`config.mk`:
```
export PLATFORM = sky130hd
export DESIGN_NAME = ping_pong_ctrl_flat
export DESIGN_NICKNAME = d
export VERILOG_FILES = /design/src/rtl/ping_pong_ctrl_if.sv /design/src/rtl/ping_pong_ctrl.sv /design/src/flat_wrapper.sv
export SDC_FILE = /design/constraint.sdc
export NUM_CORES = 1
export LEC_CHECK = 0
export CAP_MARGIN = 30
export CORE_MARGIN = 10
export CORE_UTILIZATION = 35
export CTS_CLUSTER_SIZE = 10
export DETAILED_ROUTE_END_ITERATION = 8
export SLEW_MARGIN = 10
export SYNTH_ARGS = -nofsm -noshare
export SYNTH_HDL_FRONTEND = slang
export SYNTH_SLANG_ARGS = --single-unit
```
`constraint.sdc`:
```
create_clock -name clk -period 2.85 [get_ports clk]
set_input_delay 0.855 -clock clk [delete_from_list [all_inputs] [get_ports clk]]
set_output_delay 0.855 -clock clk [all_outputs]
set_load 0.02 [all_outputs]
```
`src/rtl/ping_pong_ctrl_if.sv`:
```
// ping_pong_ctrl_if
// Groups the step strobe, the two button pulses, the counter feedback and the
// controller outputs into one bundle.
//   master : the environment side (drives tick/buttons/cnt_val)
//   slave  : the controller side (drives cnt_load/cnt_en/cnt_up/bounce/state)
interface ping_pong_ctrl_if;
  logic       tick;
  logic       btn_start;
  logic       btn_dir;
  logic [7:0] cnt_val;
  logic       cnt_load;
  logic       cnt_en;
  logic       cnt_up;
  logic [7:0] bounce;
  logic [1:0] state;

  modport master (
    output tick, btn_start, btn_dir, cnt_val,
    input  cnt_load, cnt_en, cnt_up, bounce, state
  );

  modport slave (
    input  tick, btn_start, btn_dir, cnt_val,
    output cnt_load, cnt_en, cnt_up, bounce, state
  );
endinterface

```
`src/rtl/ping_pong_ctrl.sv`:
```
// ping_pong_ctrl
// Controls an external BCD counter so that it bounces between MIN_BCD and
// MAX_BCD. Each tick in RUN becomes a one-cycle step command; at a limit the
// direction flips and the BCD bounce count advances. Manual direction
// reversal and start/pause/resume come from debounced one-cycle pulses.
// Ports:
//   clk  : single clock, all state on the rising edge
//   rst  : synchronous active-high reset
//   bus  : slave modport -- tick, btn_start, btn_dir, cnt_val in;
//          cnt_load, cnt_en, cnt_up, bounce, state out (all registered)
module ping_pong_ctrl #(
  parameter logic [7:0] MIN_BCD = 8'h00,
  parameter logic [7:0] MAX_BCD = 8'h15
) (
  input  logic           clk,
  input  logic           rst,
  ping_pong_ctrl_if.slave bus
);

  typedef enum logic [1:0] {
    IDLE  = 2'b00,
    RUN   = 2'b01,
    PAUSE = 2'b10
  } state_t;

  state_t     state_reg, state_next;
  logic       cnt_load_reg, cnt_load_next;
  logic       cnt_en_reg, cnt_en_next;
  logic       cnt_up_reg, cnt_up_next;
  logic [7:0] bounce_reg, bounce_next;
  logic       dir_eff;
  logic       stale;

  // Two-digit BCD increment, 99 wraps to 00.
  function automatic logic [7:0] bcd_inc(input logic [7:0] v);
    logic [3:0] ones;
    logic [3:0] tens;
    ones = v[3:0];
    tens = v[7:4];
    if (ones == 4'd9) begin
      ones = 4'd0;
      tens = (tens == 4'd9) ? 4'd0 : tens + 4'd1;
    end else begin
      ones = ones + 4'd1;
    end
    return {tens, ones};
  endfunction

  always_ff @(posedge clk) begin
    if (rst) begin
      state_reg    <= IDLE;
      cnt_load_reg <= 1'b0;
      cnt_en_reg   <= 1'b0;
      cnt_up_reg   <= 1'b1;
      bounce_reg   <= 8'h00;
    end else begin
      state_reg    <= state_next;
      cnt_load_reg <= cnt_load_next;
      cnt_en_reg   <= cnt_en_next;
      cnt_up_reg   <= cnt_up_next;
      bounce_reg   <= bounce_next;
    end
  end

  // Direction after a manual toggle in this cycle; the limit check uses it.
  assign dir_eff = cnt_up_reg ^ bus.btn_dir;
  // cnt_val does not yet reflect a load/step that is being issued right now.
  assign stale   = cnt_load_reg | cnt_en_reg;

  always_comb begin
    state_next    = state_reg;
    cnt_load_next = 1'b0;
    cnt_en_next   = 1'b0;
    cnt_up_next   = cnt_up_reg;
    bounce_next   = bounce_reg;

    unique case (state_reg)
      IDLE: begin
        if (bus.btn_start) begin
          state_next    = RUN;
          cnt_load_next = 1'b1;
          cnt_up_next   = 1'b1;
          bounce_next   = 8'h00;
        end
      end

      RUN: begin
        cnt_up_next = dir_eff;
        if (bus.btn_start) begin
          // Pausing takes priority over a coincident tick.
          state_next = PAUSE;
        end else if (bus.tick && !stale) begin
          cnt_en_next = 1'b1;
          if (dir_eff && (bus.cnt_val >= MAX_BCD)) begin
            cnt_up_next = 1'b0;
            bounce_next = bcd_inc(bounce_reg);
          end else if (!dir_eff && (bus.cnt_val <= MIN_BCD)) begin
            cnt_up_next = 1'b1;
            bounce_next = bcd_inc(bounce_reg);
          end
        end
      end

      PAUSE: begin
        cnt_up_next = dir_eff;
        if (bus.btn_start) begin
          state_next = RUN;
        end
      end

      default: begin
        state_next = IDLE;
      end
    endcase
  end

  assign bus.state    = state_reg;
  assign bus.cnt_load = cnt_load_reg;
  assign bus.cnt_en   = cnt_en_reg;
  assign bus.cnt_up   = cnt_up_reg;
  assign bus.bounce   = bounce_reg;

endmodule

```
`src/flat_wrapper.sv`:
```
// flat-port wrapper written by rule: the top's interface ports become plain ports
module ping_pong_ctrl_flat 
#(
  parameter logic [7:0] MIN_BCD = 8'h00,
  parameter logic [7:0] MAX_BCD = 8'h15
)
  (clk, rst, bus_tick, bus_btn_start, bus_btn_dir, bus_cnt_val, bus_cnt_load, bus_cnt_en, bus_cnt_up, bus_bounce, bus_state);
  ping_pong_ctrl_if bus_i ();
  input  logic clk;
  input  logic rst;
  input wire logic [$bits(bus_i.tick)-1:0] bus_tick;
  input wire logic [$bits(bus_i.btn_start)-1:0] bus_btn_start;
  input wire logic [$bits(bus_i.btn_dir)-1:0] bus_btn_dir;
  input wire logic [$bits(bus_i.cnt_val)-1:0] bus_cnt_val;
  output wire logic [$bits(bus_i.cnt_load)-1:0] bus_cnt_load;
  output wire logic [$bits(bus_i.cnt_en)-1:0] bus_cnt_en;
  output wire logic [$bits(bus_i.cnt_up)-1:0] bus_cnt_up;
  output wire logic [$bits(bus_i.bounce)-1:0] bus_bounce;
  output wire logic [$bits(bus_i.state)-1:0] bus_state;
  assign bus_i.tick = bus_tick;
  assign bus_i.btn_start = bus_btn_start;
  assign bus_i.btn_dir = bus_btn_dir;
  assign bus_i.cnt_val = bus_cnt_val;
  assign bus_cnt_load = bus_i.cnt_load;
  assign bus_cnt_en = bus_i.cnt_en;
  assign bus_cnt_up = bus_i.cnt_up;
  assign bus_bounce = bus_i.bounce;
  assign bus_state = bus_i.state;
  ping_pong_ctrl #(.MIN_BCD(MIN_BCD), .MAX_BCD(MAX_BCD)) u_core (.clk(clk), .rst(rst), .bus(bus_i));
endmodule
```
==> results.json <==
{
  "status": "complete, no violations",
  "vias": 872,
  "cts_buffers": 3,
  "vdd_drop_max_v": 0.000207,
  "worst_setup_path_start_kind": "primary input",
  "dp_cells": 163,
  "synth-warning-count": 0,
  "clock_tree.buffer_depth": 2,
  "clock_skew_ns": 0.00620,
  "post_cts.repair.setup_buffers": 0,
  "place_congestion": 0.790,
  "dieArea_mm2": 0.00495,
  "crit_type": "in -> reg",
  "slowest_delay_ns": 0.49,
  "synth_commonest_cells": "dfxtp_1 (13), nor2_1 (11), ha_1 (9), inv_1 (8), nand2_1 (7)",
  "p_sw_uw": 142,
  "synthArstFlopShare_pct": 0,
  "comb_power_share_pct": 29.6,
  "clock-sinks": 13,
  "min_period_ns": 2.57,
  "synthTopCellsByArea": "dfxtp_1 (29%), ha_1 (13%), nor2_1 (4.7%)",
  "synth_edf_count": 0,
  "wl_met1_um": 991,
  "start_util_pct": 36.1,
  "p_leak_uw": 0.000452,
  "grt_pass1_vias": 926,
  "worstSkewPairLatency_ns": 0.28,
  "pin_count": 26,
  "nets": 160,
  "critPathLaunch": "bus_tick",
  "ys_seq_area_share_pct": 29.3,
  "timing.slew.headroom_pct": 66.5,
  "ant_nets": 0,
  "min_path_type": "reg -> reg",
  "swShare_pct": 31.8,
  "hold_slack_ns": 0.500,
  "cap_viol_max_count": 0,
  "syn_nets": 127,
  "wl_met3_um": 172,
  "hold_buffers": 0,
  "portBuffers": 25,
  "h-tree-depth": 1,
  "grt_pass1_wl_mm": 4.07,
  "crit_fanout": 5,
  "finalSetupTns_ns": 0,
  "cts_resized": 0,
  "die_w_um": 70.3,
  "tightest_slew_ns": 0.498,
  "area_growth_pct": 37.5,
  "grt_start_max_net_pins": 8,
  "r2r_start": "u_core.bus.state[1]",
  "slew_violations": 0,
  "synthCells": 105,
  "first_pass_iters": 4,
  "crit_chain": "clkdlybuf4s50_1 -> or3b_4 -> o32ai_4 -> o31ai_1 -> or3_1 -> a21oi_1",
  "diodes": 0,
  "die_h_um": 70.3,
  "rsz0062_at_grt": "no",
  "wl_per_cell_um": 14.1,
  "ys.flop_type": "dfxtp_1",
  "met2_length_mm": 1.18,
  "top_layer": "met4",
  "path_clk_slew_ns": 0.09,
  "cp-end-kind": "flip-flop",
  "root_buffer": "clkbuf_4",
  "fin_cells": 167,
  "cts_tree": "built",
  "drt_wl_total_mm": 2.36,
  "required_ns": 3.06,
  "fillers": 236,
  "critPathArrivalTime_ns": 2.78,
  "multi_input_area_um2": 578,
  "antenna_found_initial": 0,
  "drtIter0Drc": 34,
  "period_share_pct": 90.2,
  "finalSetupViolCount": 0,
  "ys_ff_latch": 13,
  "pwr-share-clk_pct": 26.4,
  "grt_usage_pct": 9.54,
  "cp_slowest_cell": "clkdlybuf4s50_1",
  "via_per_inst": 5.22,
  "synth_top_area_share_pct": 29.3,
  "regArea_um2": 260,
  "power_frac_seq_pct": 43.9,
  "timing.fmax_mhz": 389,
  "largest_reg_flops": 8,
  "dp.final_hpwl_mm": 1.97,
  "cp_top_family": "simple AND/OR/NAND/NOR gates",
  "final_hold_viol_count": 0,
  "row_count": 18,
  "critPathBufInv": 1,
  "drive_gt1_share_pct": 9.49,
  "power_density_mw_per_mm2": 366,
  "ys_types": 40,
  "yosysTopAreaCell": "dfxtp_1",
  "syn_area_per_cell_um2": 8.45,
  "internal_power_uw": 304,
  "overflow": 0,
  "hold_path.startpoint": "u_core.bus.bounce[7]",
  "netlist_area_um2": 887,
  "drc": 0,
  "core_mm2": 0.00245,
  "final_util_pct": 49.7,
  "synth.most_common_cell": "dfxtp_1"
}
power by group through the flow:
stage / Clock (uW) / Combinational [uW] / Sequential [uW]
2_1_floorplan: 0 / 68.0 / 208
4_1_cts: 124 / 133 / 196
5_1_grt: 130 / 146 / 198
6_report: 118 / 132 / 196
3_3_place_gp: 0 / 131 / 200
3_5_place_dp: 0 / 132 / 201
layout make-up:
cell class,count,share of cell area (%)
tap,30,3.08
multi-input combinational,82,47.4
inverter,8,2.46
timing repair buffer,30,23.6
clock buffer,4,2.15
sequential,13,21.3
layout by cell type (no fill, tap or decap), drive strengths merged, types with 2 or more instances in the layout:
| cell | instances |
|---|---|
| dfxtp | 13 |
| nor3 | 3 |
| nor2 | 11 |
| o21ai | 3 |
| nand2b | 2 |
| or4 | 2 |
| clkdlybuf4s50 | 25 |
| a211oi | 4 |
| inv | 8 |
| a21oi | 4 |
| or3 | 4 |
| o31ai | 3 |
| o211ai | 2 |
| a31oi | 3 |
| buf | 5 |
| nand2 | 7 |
| nand3 | 4 |
| nand4 | 3 |
| clkbuf | 4 |
| ha | 9 |
worst register-to-register path, delay by kind of cell (launching register included):
family / cells / cell delay [ns]
AOI/OAI and AO/OA: 3 / 0.61
and+or+nand+nor: 2 / 0.55
buffers and inverters: 1 / 0.12
DFF: 1 / 0.36
adders and majority gates: 1 / 0.31
logic make-up (layout without fill, tap and decap cells):
family / after synthesis / count (layout) / share of synthesized area [%]
AOI/OAI and AO/OA: 27 / 27 / 23.7
adders and majority gates: 9 / 9 / 12.7
DFF: 13 / 13 / 29.3
and+or+nand+nor: 44 / 44 / 26.8
buffers and inverters: 10 / 42 / 5.50
xor gates and xnor gates: 2 / 2 / 1.97
metrics by stage:
step | instance area, um2 | power (uW) | worst slack, ns
after floorplan | 887 | 276 | 0.577
after global placement | 1190 | 331 | 0.0106
after detailed placement | 1190 | 332 | 0.00546
after CTS | 1220 | 453 | 0.283
after global routing | 1220 | 473 | 0.193
final | 1220 | 446 | 0.278
per-layer routing:
layer	vias up	global-route usage (%)
met4	0	3.07
met5	-	0
met2	15	17.1
li1	456	-
met1	399	9.79
met3	2	3.81
worst paths after layout:
check	end	slack (ns)	depth (start not counted)
setup reg to reg	u_core.bus.bounce[3]	0.84	7
setup / recovery	u_core.bus.bounce[3]	0.28	6
hold / removal	u_core.bus.bounce[7]	0.50	1
hold reg to reg	u_core.bus.bounce[7]	0.50	1
Note: power is estimated with default switching activity, not from simulation.
